$ cat src/rtl/ibex_pkg.sv
// BIST engine shared types: FSM states, APB register offsets and per-width Galois polynomials.
// Pure declarations; no timing or flow control of its own.
package ibex_pkg;

    typedef enum logic [1:0] {
        BIST_IDLE  = 2'd0,
        BIST_RUN   = 2'd1,
        BIST_DRAIN = 2'd2,
        BIST_CMP   = 2'd3
    } bist_state_e;

    localparam logic [4:0] BIST_CTRL_OFFSET   = 5'h00;
    localparam logic [4:0] BIST_STATUS_OFFSET = 5'h04;
    localparam logic [4:0] BIST_SEED_OFFSET   = 5'h08;
    localparam logic [4:0] BIST_GOLDEN_OFFSET = 5'h0C;
    localparam logic [4:0] BIST_SIG_OFFSET    = 5'h10;
    localparam logic [4:0] BIST_PATCNT_OFFSET = 5'h14;

    // Right-shift Galois tap masks (maximal-length polynomials).
    localparam logic [15:0] BIST_POLY_16 = 16'hB400;
    localparam logic [31:0] BIST_POLY_32 = 32'h8020_0003;
    localparam logic [63:0] BIST_POLY_64 = 64'hD800_0000_0000_0000;

    function automatic logic [63:0] bist_poly(int unsigned width);
        case (width)
            16:      return {48'h0, BIST_POLY_16};
            32:      return {32'h0, BIST_POLY_32};
            64:      return BIST_POLY_64;
            default: return (64'h1 << (width - 1)) | 64'h1;
        endcase
    endfunction

endpackage

$ cat src/rtl/ibex_bist_lfsr.sv
// Galois LFSR / MISR register with load, step and parallel xor-in.
// New state one cycle after load_i or step_i; load_i has priority.
module ibex_bist_lfsr #(
    parameter int unsigned      Width = 32,
    parameter logic [Width-1:0] Poly  = {Width{1'b1}}
) (
    input  logic             clk_i,
    input  logic             rst_ni,
    input  logic             load_i,
    input  logic [Width-1:0] load_val_i,
    input  logic             step_i,
    input  logic [Width-1:0] xor_i,
    output logic [Width-1:0] state_o
);

    logic [Width-1:0] state_q;

    always_ff @(posedge clk_i or negedge rst_ni) begin
        if (!rst_ni) begin
            state_q <= '0;
        end else if (load_i) begin
            state_q <= load_val_i;
        end else if (step_i) begin
            state_q <= ((state_q >> 1) ^ (state_q[0] ? Poly : '0)) ^ xor_i;
        end
    end

    assign state_o = state_q;

endmodule

$ cat src/rtl/ibex_bist_engine.sv
// Logic BIST engine: sweeps LFSR operands over a datapath, compresses results into a MISR, compares to GOLDEN.
// APB is zero-wait (pready_o tied high); results are sampled ResultLatency cycles after their operands.
module ibex_bist_engine
    import ibex_pkg::*;
#(
    parameter int unsigned  DataWidth     = 32,
    parameter int unsigned  NumPatterns   = 256,
    parameter int unsigned  NumOps        = 4,
    parameter int unsigned  ResultLatency = 0,
    localparam int unsigned OpW           = (NumOps > 1) ? $clog2(NumOps) : 1
) (
    input  logic                 clk_i,
    input  logic                 rst_ni,
    input  logic                 core_sleep_i,
    input  logic                 sim_fault_inject_i,
    input  logic [31:0]          paddr_i,
    input  logic                 psel_i,
    input  logic                 penable_i,
    input  logic                 pwrite_i,
    input  logic [31:0]          pwdata_i,
    output logic [31:0]          prdata_o,
    output logic                 pready_o,
    output logic                 bist_active_o,
    output logic [OpW-1:0]       bist_op_idx_o,
    output logic [DataWidth-1:0] bist_operand_a_o,
    output logic [DataWidth-1:0] bist_operand_b_o,
    input  logic [DataWidth-1:0] bist_result_i,
    output logic                 bist_error_irq_o
);

    localparam int unsigned         PatW      = $clog2(NumPatterns);
    localparam int unsigned         Half      = DataWidth / 2;
    localparam logic [DataWidth-1:0] Poly     = DataWidth'(bist_poly(DataWidth));
    localparam logic [2:0]          LatSel    = 3'(ResultLatency);
    localparam logic [1:0]          DrainLast = 2'(ResultLatency - 1);

    bist_state_e         state_q;
    logic                active_q, auto_run_q, sleep_q, irq_q;
    logic                ctrl_irq_en_q, ctrl_auto_q;
    logic                done_q, fail_q, abort_q;
    logic [DataWidth-1:0] seed_q, golden_q, sig_q;
    logic [31:0]         patcnt_q;
    logic [PatW-1:0]     pat_cnt_q;
    logic [OpW-1:0]      op_cnt_q;
    logic [1:0]          drain_cnt_q;
    logic [3:0]          lat_pipe_q;

    logic [4:0]          reg_addr;
    logic [4:0]          issue_hist;
    logic                apb_wr, ctrl_wr, status_wr, busy, in_run;
    logic                start_run, abort_run, last_pattern, compress_en;
    logic                irq_en_d, done_d, fail_d, abort_d;
    logic [DataWidth-1:0] lfsr_state, misr_state, seed_load;
    logic                unused_addr;

    assign reg_addr    = paddr_i[4:0];
    assign unused_addr = ^paddr_i[31:5];
    // issue_hist[n] is high when the result of operands issued n cycles ago is valid now
    assign issue_hist  = {lat_pipe_q, in_run};
    assign compress_en = issue_hist[LatSel];
    assign seed_load   = (seed_q == '0) ? DataWidth'(1) : seed_q;

    always_comb begin
        apb_wr       = psel_i & penable_i & pwrite_i;
        ctrl_wr      = apb_wr && (reg_addr == BIST_CTRL_OFFSET);
        status_wr    = apb_wr && (reg_addr == BIST_STATUS_OFFSET);
        busy         = (state_q != BIST_IDLE);
        in_run       = (state_q == BIST_RUN);
        start_run    = !busy && ((ctrl_wr && pwdata_i[0]) ||
                                 (ctrl_auto_q && core_sleep_i && !sleep_q));
        abort_run    = auto_run_q && !core_sleep_i && sleep_q &&
                       (in_run || (state_q == BIST_DRAIN));
        last_pattern = in_run && (pat_cnt_q == PatW'(NumPatterns - 1)) &&
                       (op_cnt_q == OpW'(NumOps - 1));
        irq_en_d     = ctrl_wr ? pwdata_i[2] : ctrl_irq_en_q;
        done_d       = done_q  & ~(status_wr & pwdata_i[1]);
        fail_d       = fail_q  & ~(status_wr & pwdata_i[2]);
        abort_d      = abort_q & ~(status_wr & pwdata_i[3]);
        if (start_run) begin
            done_d  = 1'b0;
            fail_d  = 1'b0;
            abort_d = 1'b0;
        end
        // Hardware set is applied last so it wins over a same-cycle W1C
        if (state_q == BIST_CMP) begin
            done_d = 1'b1;
            if (misr_state != golden_q) fail_d = 1'b1;
        end
        if (abort_run) begin
            abort_d = 1'b1;
            done_d  = 1'b0;
        end
    end

    always_ff @(posedge clk_i or negedge rst_ni) begin
        if (!rst_ni) begin
            state_q       <= BIST_IDLE;
            active_q      <= 1'b0;
            auto_run_q    <= 1'b0;
            sleep_q       <= 1'b0;
            irq_q         <= 1'b0;
            ctrl_irq_en_q <= 1'b0;
            ctrl_auto_q   <= 1'b0;
            done_q        <= 1'b0;
            fail_q        <= 1'b0;
            abort_q       <= 1'b0;
            seed_q        <= '0;
            golden_q      <= '0;
            sig_q         <= '0;
            patcnt_q      <= '0;
            pat_cnt_q     <= '0;
            op_cnt_q      <= '0;
            drain_cnt_q   <= '0;
            lat_pipe_q    <= '0;
        end else begin
            sleep_q    <= core_sleep_i;
            done_q     <= done_d;
            fail_q     <= fail_d;
            abort_q    <= abort_d;
            irq_q      <= fail_d & irq_en_d;
            lat_pipe_q <= (start_run || abort_run) ? 4'b0 : {lat_pipe_q[2:0], in_run};
            if (ctrl_wr) begin
                ctrl_irq_en_q <= pwdata_i[2];
                ctrl_auto_q   <= pwdata_i[1];
            end
            if (apb_wr && !busy && (reg_addr == BIST_SEED_OFFSET))   seed_q   <= DataWidth'(pwdata_i);
            if (apb_wr && !busy && (reg_addr == BIST_GOLDEN_OFFSET)) golden_q <= DataWidth'(pwdata_i);
            unique case (state_q)
                BIST_IDLE: begin
                    if (start_run) begin
                        state_q    <= BIST_RUN;
                        active_q   <= 1'b1;
                        auto_run_q <= !(ctrl_wr && pwdata_i[0]);
                        pat_cnt_q  <= '0;
                        op_cnt_q   <= '0;
                        patcnt_q   <= '0;
                    end
                end
                BIST_RUN: begin
                    if (abort_run) begin
                        state_q  <= BIST_IDLE;
                        active_q <= 1'b0;
                    end else begin
                        pat_cnt_q <= pat_cnt_q + 1'b1;
                        patcnt_q  <= patcnt_q + 32'd1;
                        if (pat_cnt_q == PatW'(NumPatterns - 1)) op_cnt_q <= op_cnt_q + 1'b1;
                        if (last_pattern) begin
                            if (ResultLatency == 0) begin
                                state_q  <= BIST_CMP;
                                active_q <= 1'b0;
                            end else begin
                                state_q     <= BIST_DRAIN;
                                drain_cnt_q <= '0;
                            end
                        end
                    end
                end
                BIST_DRAIN: begin
                    if (abort_run) begin
                        state_q  <= BIST_IDLE;
                        active_q <= 1'b0;
                    end else if (drain_cnt_q == DrainLast) begin
                        state_q  <= BIST_CMP;
                        active_q <= 1'b0;
                    end else begin
                        drain_cnt_q <= drain_cnt_q + 2'd1;
                    end
                end
                BIST_CMP: begin
                    sig_q   <= misr_state;
                    state_q <= BIST_IDLE;
                end
                default: begin
                    state_q  <= BIST_IDLE;
                    active_q <= 1'b0;
                end
            endcase
        end
    end

    ibex_bist_lfsr #(.Width(DataWidth), .Poly(Poly)) u_gen (
        .clk_i      (clk_i),
        .rst_ni     (rst_ni),
        .load_i     (start_run),
        .load_val_i (seed_load),
        .step_i     (in_run),
        .xor_i      ('0),
        .state_o    (lfsr_state)
    );

    ibex_bist_lfsr #(.Width(DataWidth), .Poly(Poly)) u_misr (
        .clk_i      (clk_i),
        .rst_ni     (rst_ni),
        .load_i     (start_run),
        .load_val_i ('0),
        .step_i     (compress_en),
        .xor_i      (bist_result_i ^ DataWidth'(sim_fault_inject_i)),
        .state_o    (misr_state)
    );

    always_comb begin
        prdata_o = '0;
        if (psel_i && !pwrite_i) begin
            case (reg_addr)
                BIST_CTRL_OFFSET:   prdata_o = {29'd0, ctrl_irq_en_q, ctrl_auto_q, 1'b0};
                BIST_STATUS_OFFSET: prdata_o = {28'd0, abort_q, fail_q, done_q, busy};
                BIST_SEED_OFFSET:   prdata_o = 32'(seed_q);
                BIST_GOLDEN_OFFSET: prdata_o = 32'(golden_q);
                BIST_SIG_OFFSET:    prdata_o = 32'(sig_q);
                BIST_PATCNT_OFFSET: prdata_o = patcnt_q;
                default:            prdata_o = '0;
            endcase
        end
    end

    assign pready_o         = 1'b1;
    assign bist_active_o    = active_q;
    assign bist_error_irq_o = irq_q;
    assign bist_op_idx_o    = in_run ? op_cnt_q : '0;
    assign bist_operand_a_o = in_run ? lfsr_state : '0;
    assign bist_operand_b_o = in_run ? ((lfsr_state << Half) | (lfsr_state >> (DataWidth - Half))) : '0;

endmodule
$ cat config.mk
export PLATFORM = sky130hd
export DESIGN_NAME = ibex_bist_engine
export DESIGN_NICKNAME = d
export VERILOG_FILES = /design/src/rtl/ibex_pkg.sv /design/src/rtl/ibex_bist_lfsr.sv /design/src/rtl/ibex_bist_engine.sv
export SDC_FILE = /design/constraint.sdc
export NUM_CORES = 1
export LEC_CHECK = 0
export CAP_MARGIN = 20
export CORE_ASPECT_RATIO = 1.2
export CORE_MARGIN = 1.5
export CORE_UTILIZATION = 30
export CTS_BUF_LIST = sky130_fd_sc_hd__clkbuf_4 sky130_fd_sc_hd__clkbuf_8
export DETAILED_ROUTE_END_ITERATION = 8
export GPL_ROUTABILITY_DRIVEN = 0
export PLACE_DENSITY = 0.52
export SLEW_MARGIN = 20
export SYNTH_ARGS = -nofsm -noshare
export SYNTH_HDL_FRONTEND = slang
export SYNTH_HIERARCHICAL = 1
export SYNTH_SLANG_ARGS = --single-unit
$ cat constraint.sdc
create_clock -name clk_i -period 2.5 [get_ports clk_i]
set_input_delay 0.5 -clock clk_i [delete_from_list [all_inputs] [get_ports clk_i]]
set_output_delay 0.5 -clock clk_i [all_outputs]
set_load 0.005 [all_outputs]
==> results.sh, run 1 <==
export IMPL_layout_commonest_cell="dfrtp_1"
export IMPL_finalNetCount=1577
export IMPL_path_class="reg -> out"
export IMPL_worst_slew_pin_slew_ps=679.4
export IMPL_drive_above_1_share_pct=30.48
export IMPL_crit_path_max_fanout=8
export IMPL_cp_arrival_ps=2100
export IMPL_setup_ws_ps=-96.28
export IMPL_worstPathRequired_ps=2000
export IMPL_initialDrtViolationCount=665
export IMPL_finalClockSkew_ps=22.96
export IMPL_ioPinCount=204
export IMPL_p_leak_nw=7.432
export IMPL_die_area_um2=41800
export IMPL_wl_per_cell_um=19.44
export IMPL_clock_sinks=215
export IMPL_grt_pass1_wl_um=60280
export IMPL_yosys_most_used_dff="dfrtp_1"
export IMPL_layout_common_cells="215 x dfrtp_1, 98 x buf_4, 96 x mux2_2"
export IMPL_p_per_area_nw_per_um2=909.5
export IMPL_coreArea_um2=39940
export IMPL_ys_types=67
export IMPL_overflow=0
export IMPL_post_place_ws_ps=-1001
export IMPL_cts_buffer_depth=3
export IMPL_grt_max_degree=70
export IMPL_status="complete, but fails checks"
export IMPL_power_mw=15.33
export IMPL_failed_checks="negative setup slack"
export IMPL_hold_path_class="in -> reg"
export IMPL_start_util_pct=30.48
export IMPL_die_w_um=186.9
export IMPL_grt_use_total_pct=18.71
export IMPL_numCtsBuffers=37
export IMPL_synth_area_per_cell_um2=10.41
export IMPL_grt_pass1_vias=9951
export IMPL_dr_pass1_iters=5
export IMPL_port_buffers=175
export IMPL_place_inst=1913
export IMPL_hpwl_um=28040
export IMPL_htreeDepth=2
export IMPL_synth_edf_count=0
export IMPL_ys_warn_count=6
export IMPL_synth_area_um2=12170
export IMPL_insertion_delay_ps=550
export IMPL_async_flop_share_pct=100.0
export IMPL_viasPerCell=4.921
export IMPL_rows=80
export IMPL_cts_tree="done"
export IMPL_cp_end_kind="output pin"
export IMPL_vias=9941
export IMPL_antenna_found_initial=1
export IMPL_wl_um=39270
export IMPL_synth_seq_cells=215
export IMPL_drc=0
export IMPL_die_h_um=223.7
export IMPL_critPathLaunchType="flop"
export IMPL_max_clock_freq_mhz=385.2
export IMPL_root_buffer="clkbuf_8"
export IMPL_final_area_um2=16850
export IMPL_rsz0062_at_grt="true"
export IMPL_clk_pin_slew_ps=60
export IMPL_setup_viol=26
export IMPL_relSlewSlack_pct=54.71
export IMPL_drtAntennaViolNets=0
export IMPL_hold_viol_final=0
export IMPL_cap_violations=0
export IMPL_finalCriticalPeriod_ps=2596
export IMPL_placed_cell_area_um2=15160
export IMPL_finalCritPeriodShare_pct=103.9
export IMPL_ys_seq_area_share_pct=44.20
export IMPL_final_cells=2020
export IMPL_synthCells=1169
export IMPL_area_growth_pct=38.45
export IMPL_drv_slew=0
export IMPL_peakVddDrop_uv=486.1
[layer usage]
layer	up-vias	GRT usage (%)	routed length [um]
met1	4917	24.55	17390
met2	307	31.42	19060
met3	57	2.209	1602
met4	0	7.492	1220
met5	-	0	0
li1	4660	-	-
[where the power goes]
group	switching, mW	total (mW)	leakage [nW]	internal (mW)
registers	1.21	5.73	2.71	4.52
clock network	1.47	3.32	0.401	1.84
logic	2.73	6.28	4.32	3.54
total	5.41	15.3	7.43	9.91
[flip-flops by register name, summed over array words and instances, names as in the netlist, 8 cells and up]
register / cells
golden_q: 32
patcnt_q: 32
seed_q: 32
sig_q: 32
u_gen/state_o: 32
u_misr/state_o: 32
pat_cnt_q: 8
[synthesized netlist by cell type (all sizes together), types with 9 or more instances]
cell,count,share of area (%)
dfrtp,215,44
mux2,103,9.5
nand2,92,2.8
o21ai,90,3.7
buf,68,4.3
clkbuf,66,2.0
a22oi,64,3.9
mux2i,64,5.3
xor2,64,4.6
a21oi,59,2.6
and2,40,2.1
xnor2,38,2.7
or3,20,1.0
nand4,19,1.0
nor2,17,0.52
and3,16,0.86
nand3,16,0.70
inv,14,0.43
nor4,13,0.97
ha,10,1.0
o211ai,9,0.64
[layout make-up]
class | instances | area, um2
well taps | 533 | 666.9
multi-input cells | 868 | 6685
fillers | 3862 | 23080
clock inverters | 7 | 63.81
clock buffers | 54 | 680.7
flip-flops and latches | 215 | 5380
inverters | 15 | 57.56
diodes | 1 | 2.502
repair buffers | 327 | 3317
[kinds of logic after synthesis]
logic type | count (synthesis) | share of synthesized area [%]
compound gates | 254 | 13.29
xor+xnor | 104 | 7.730
fa+ha+maj | 10 | 1.028
buf+inv | 149 | 6.753
flops | 215 | 44.20
mux | 167 | 14.79
other cells | 2 | 0.06169
simple gates | 268 | 12.15
[worst paths after layout]
kind	startpoint	to	slack (ps)	cells after the start
min reg2reg	drain_cnt_q[0]	drain_cnt_q[0]	480	1
min in group asynchronous	rst_ni	golden_q[2]	540	2
min	core_sleep_i	sleep_q	480	1
max in group asynchronous	rst_ni	u_misr/state_o[17]	1220	3
max	state_q[1]	bist_operand_b_o[14]	-100	5
max reg2reg	state_q[1]	patcnt_q[28]	140	8
[per-stage QoR]
step / utilization [%] / hold slack, ps / setup TNS [ps]
after floorplan: - / 204.4 / 0
after global placement: 37.95 / 462.4 / -61210
after detailed placement: 37.95 / 468.8 / -63270
after CTS: 41.87 / 459.4 / -5492
after global routing: 42.20 / 477.6 / -4250
final: 42.20 / 475.2 / -1580
[repair_timing]
action | 4_1_cts | 5_1_grt
pin swaps | 40 | 31
hold endpoints to repair | 29 | 0
cloned | 11 | 0
buffers inserted | 34 | 5
setup endpoints to repair | 98 | 67
resized for setup | 289 | 63
hold buffers | 1 | 0
[worst max-delay path: stages, from the launching register on]
cell and delay [ps]:
dfrtp_1 390, inv_2 90, ha_4 230, buf_4 170
and2_1 160, clkdlybuf4s50_1 510
Note: power is estimated with default switching activity, not from simulation.
==> run 2, diff against run 1 <==
==> constraint.sdc (replaced) <==
create_clock -name clk_i -period 2.65 [get_ports clk_i]
set_input_delay 0.53 -clock clk_i [delete_from_list [all_inputs] [get_ports clk_i]]
set_output_delay 0.53 -clock clk_i [all_outputs]
set_load 0.005 [all_outputs]
==> run 2 against run 1 <==
Against the previous run: the flow now finishes without violations; cell count is 1.2% lower; combinational power is 6.1% lower; clock power is 4% lower; flip-flop and latch count stayed put; largest cell class unchanged; largest power group unchanged.
==> results.sh, run 2 (synthesis results as in run 1) <==
export IMPL_grt_max_degree=57
export IMPL_grt_pass1_vias=9841
export IMPL_setup_ws_ps=44.47
export IMPL_dr_pass1_iters=7
export IMPL_insertion_delay_ps=550
export IMPL_placed_cell_area_um2=15030
export IMPL_final_cells=1995
export IMPL_cap_violations=0
export IMPL_status="finished, final reports clean"
export IMPL_power_mw=14.47
export IMPL_ioPinCount=204
export IMPL_die_h_um=223.7
export IMPL_rows=80
export IMPL_overflow=0
export IMPL_cts_buffer_depth=3
export IMPL_numCtsBuffers=36
export IMPL_layout_common_cells="214 x dfrtp_1, 96 x mux2_2, 92 x nand2_1"
export IMPL_drive_above_1_share_pct=27.17
export IMPL_crit_path_max_fanout=6
export IMPL_drc=0
export IMPL_start_util_pct=30.48
export IMPL_clk_pin_slew_ps=60
export IMPL_path_class="in -> out"
export IMPL_peakVddDrop_uv=376.8
export IMPL_finalClockSkew_ps=26.45
export IMPL_antenna_found_initial=1
export IMPL_finalCritPeriodShare_pct=98.32
export IMPL_drv_slew=0
export IMPL_port_buffers=175
export IMPL_worst_slew_pin_slew_ps=585.2
export IMPL_hold_viol_final=0
export IMPL_clock_sinks=215
export IMPL_cp_arrival_ps=2080
export IMPL_die_w_um=186.9
export IMPL_wl_um=38790
export IMPL_drtAntennaViolNets=0
export IMPL_root_buffer="clkbuf_8"
export IMPL_fillers=3859
export IMPL_max_clock_freq_mhz=383.8
export IMPL_coreArea_um2=39940
export IMPL_wl_per_cell_um=19.44
export IMPL_relSlewSlack_pct=60.86
export IMPL_place_inst=1899
export IMPL_viasPerCell=4.924
export IMPL_hpwl_um=27770
export IMPL_critPathLaunchType="input pin"
export IMPL_grt_pass1_wl_um=59280
export IMPL_holdWs_ps=483.9
export IMPL_p_per_area_nw_per_um2=886.6
export IMPL_rsz0062_at_grt="true"
export IMPL_vias=9823
export IMPL_die_area_um2=41800
export IMPL_finalNetCount=1549
export IMPL_grt_use_total_pct=18.42
export IMPL_htreeDepth=2
export IMPL_area_growth_pct=34.11
export IMPL_hold_path_class="reg -> reg"
export IMPL_setup_viol=0
export IMPL_cp_end_kind="output pin"
export IMPL_layout_commonest_cell="dfrtp_1"
export IMPL_final_area_um2=16330
export IMPL_p_leak_nw=7.387
export IMPL_finalCriticalPeriod_ps=2606
export IMPL_cts_tree="done"
export IMPL_post_place_ws_ps=-889.5
export IMPL_worstPathRequired_ps=2120
export IMPL_initialDrtViolationCount=586
## run 2: cell types whose count changed in the layout (fill, tap and decap cells not counted), sizes merged, moves of 4 or more
cell           change
buf               -46
dlygate4sd2       +17
clkbuf            +15
clkdlybuf4s50     -11
dlymetal6s2s       +6
clkdlybuf4s15      -4
## run 2: layer usage
metal  vias up  GRT usage (%)  share of wire [%]
li1       4614              -                  -
met1      4820          24.07                 44
met2       304          30.14                 47
met3        85          2.460                4.7
met4         0          8.897                4.4
met5         -              0                  0
## run 2: worst max-delay path, stage by stage
cell and delay (ps):
buf_2 120, nor4b_4 300, buf_4 160, and2_4 140
buf_4 190, nand2_1 110, a31oi_2 250, dlygate4sd2_1 260
## run 2: final cells by class
| type | count | area [um2] | share of cell area [%] |
|---|---|---|---|
| multi-input combinational | 868 | 6452 | 39.52 |
| sequential | 215 | 5381 | 32.96 |
| timing repair buffer | 300 | 2992 | 18.32 |
| clock buffer | 59 | 749.5 | 4.591 |
| tap | 533 | 666.9 | 4.085 |
| inverter | 15 | 57.56 | 0.3525 |
| clock inverter | 4 | 23.77 | 0.1456 |
| antenna | 1 | 2.502 | 0.01533 |
## run 2: per-stage QoR
step / utilization (%) / setup TNS, ps
5_1_grt: 40.88 / -10.51
6_report: 40.88 / 0
3_3_place_gp: 37.63 / -35230
4_1_cts: 40.61 / -337.7
2_1_floorplan: - / 0
3_5_place_dp: 37.63 / -34210
## run 2: power breakdown
part	internal [mW]	leakage, nW	switching [mW]
registers	4.27	2.71	1.13
clock network	1.79	0.415	1.39
logic	3.31	4.26	2.58
total	9.37	7.39	5.11
## run 2: worst paths after layout
path	endpoint	start	depth (start not counted)	slack [ps]
max	prdata_o[0]	paddr_i[1]	8	40
min	drain_cnt_q[0]	drain_cnt_q[0]	1	480
min in group asynchronous	bist_error_irq_o	rst_ni	2	520
max in group asynchronous	seed_q[18]	rst_ni	3	1350
min reg2reg	drain_cnt_q[0]	drain_cnt_q[0]	1	480
max reg2reg	patcnt_q[28]	state_q[1]	8	230
## run 2: repair_timing
action | CTS | global route
hold endpoints to repair | 49 | 0
setup endpoints to repair | 98 | 68
pin swaps | 30 | 21
setup buffers | 16 | 9
cloned | 6 | 2
hold buffers | 1 | 0
gates resized for setup | 203 | 59
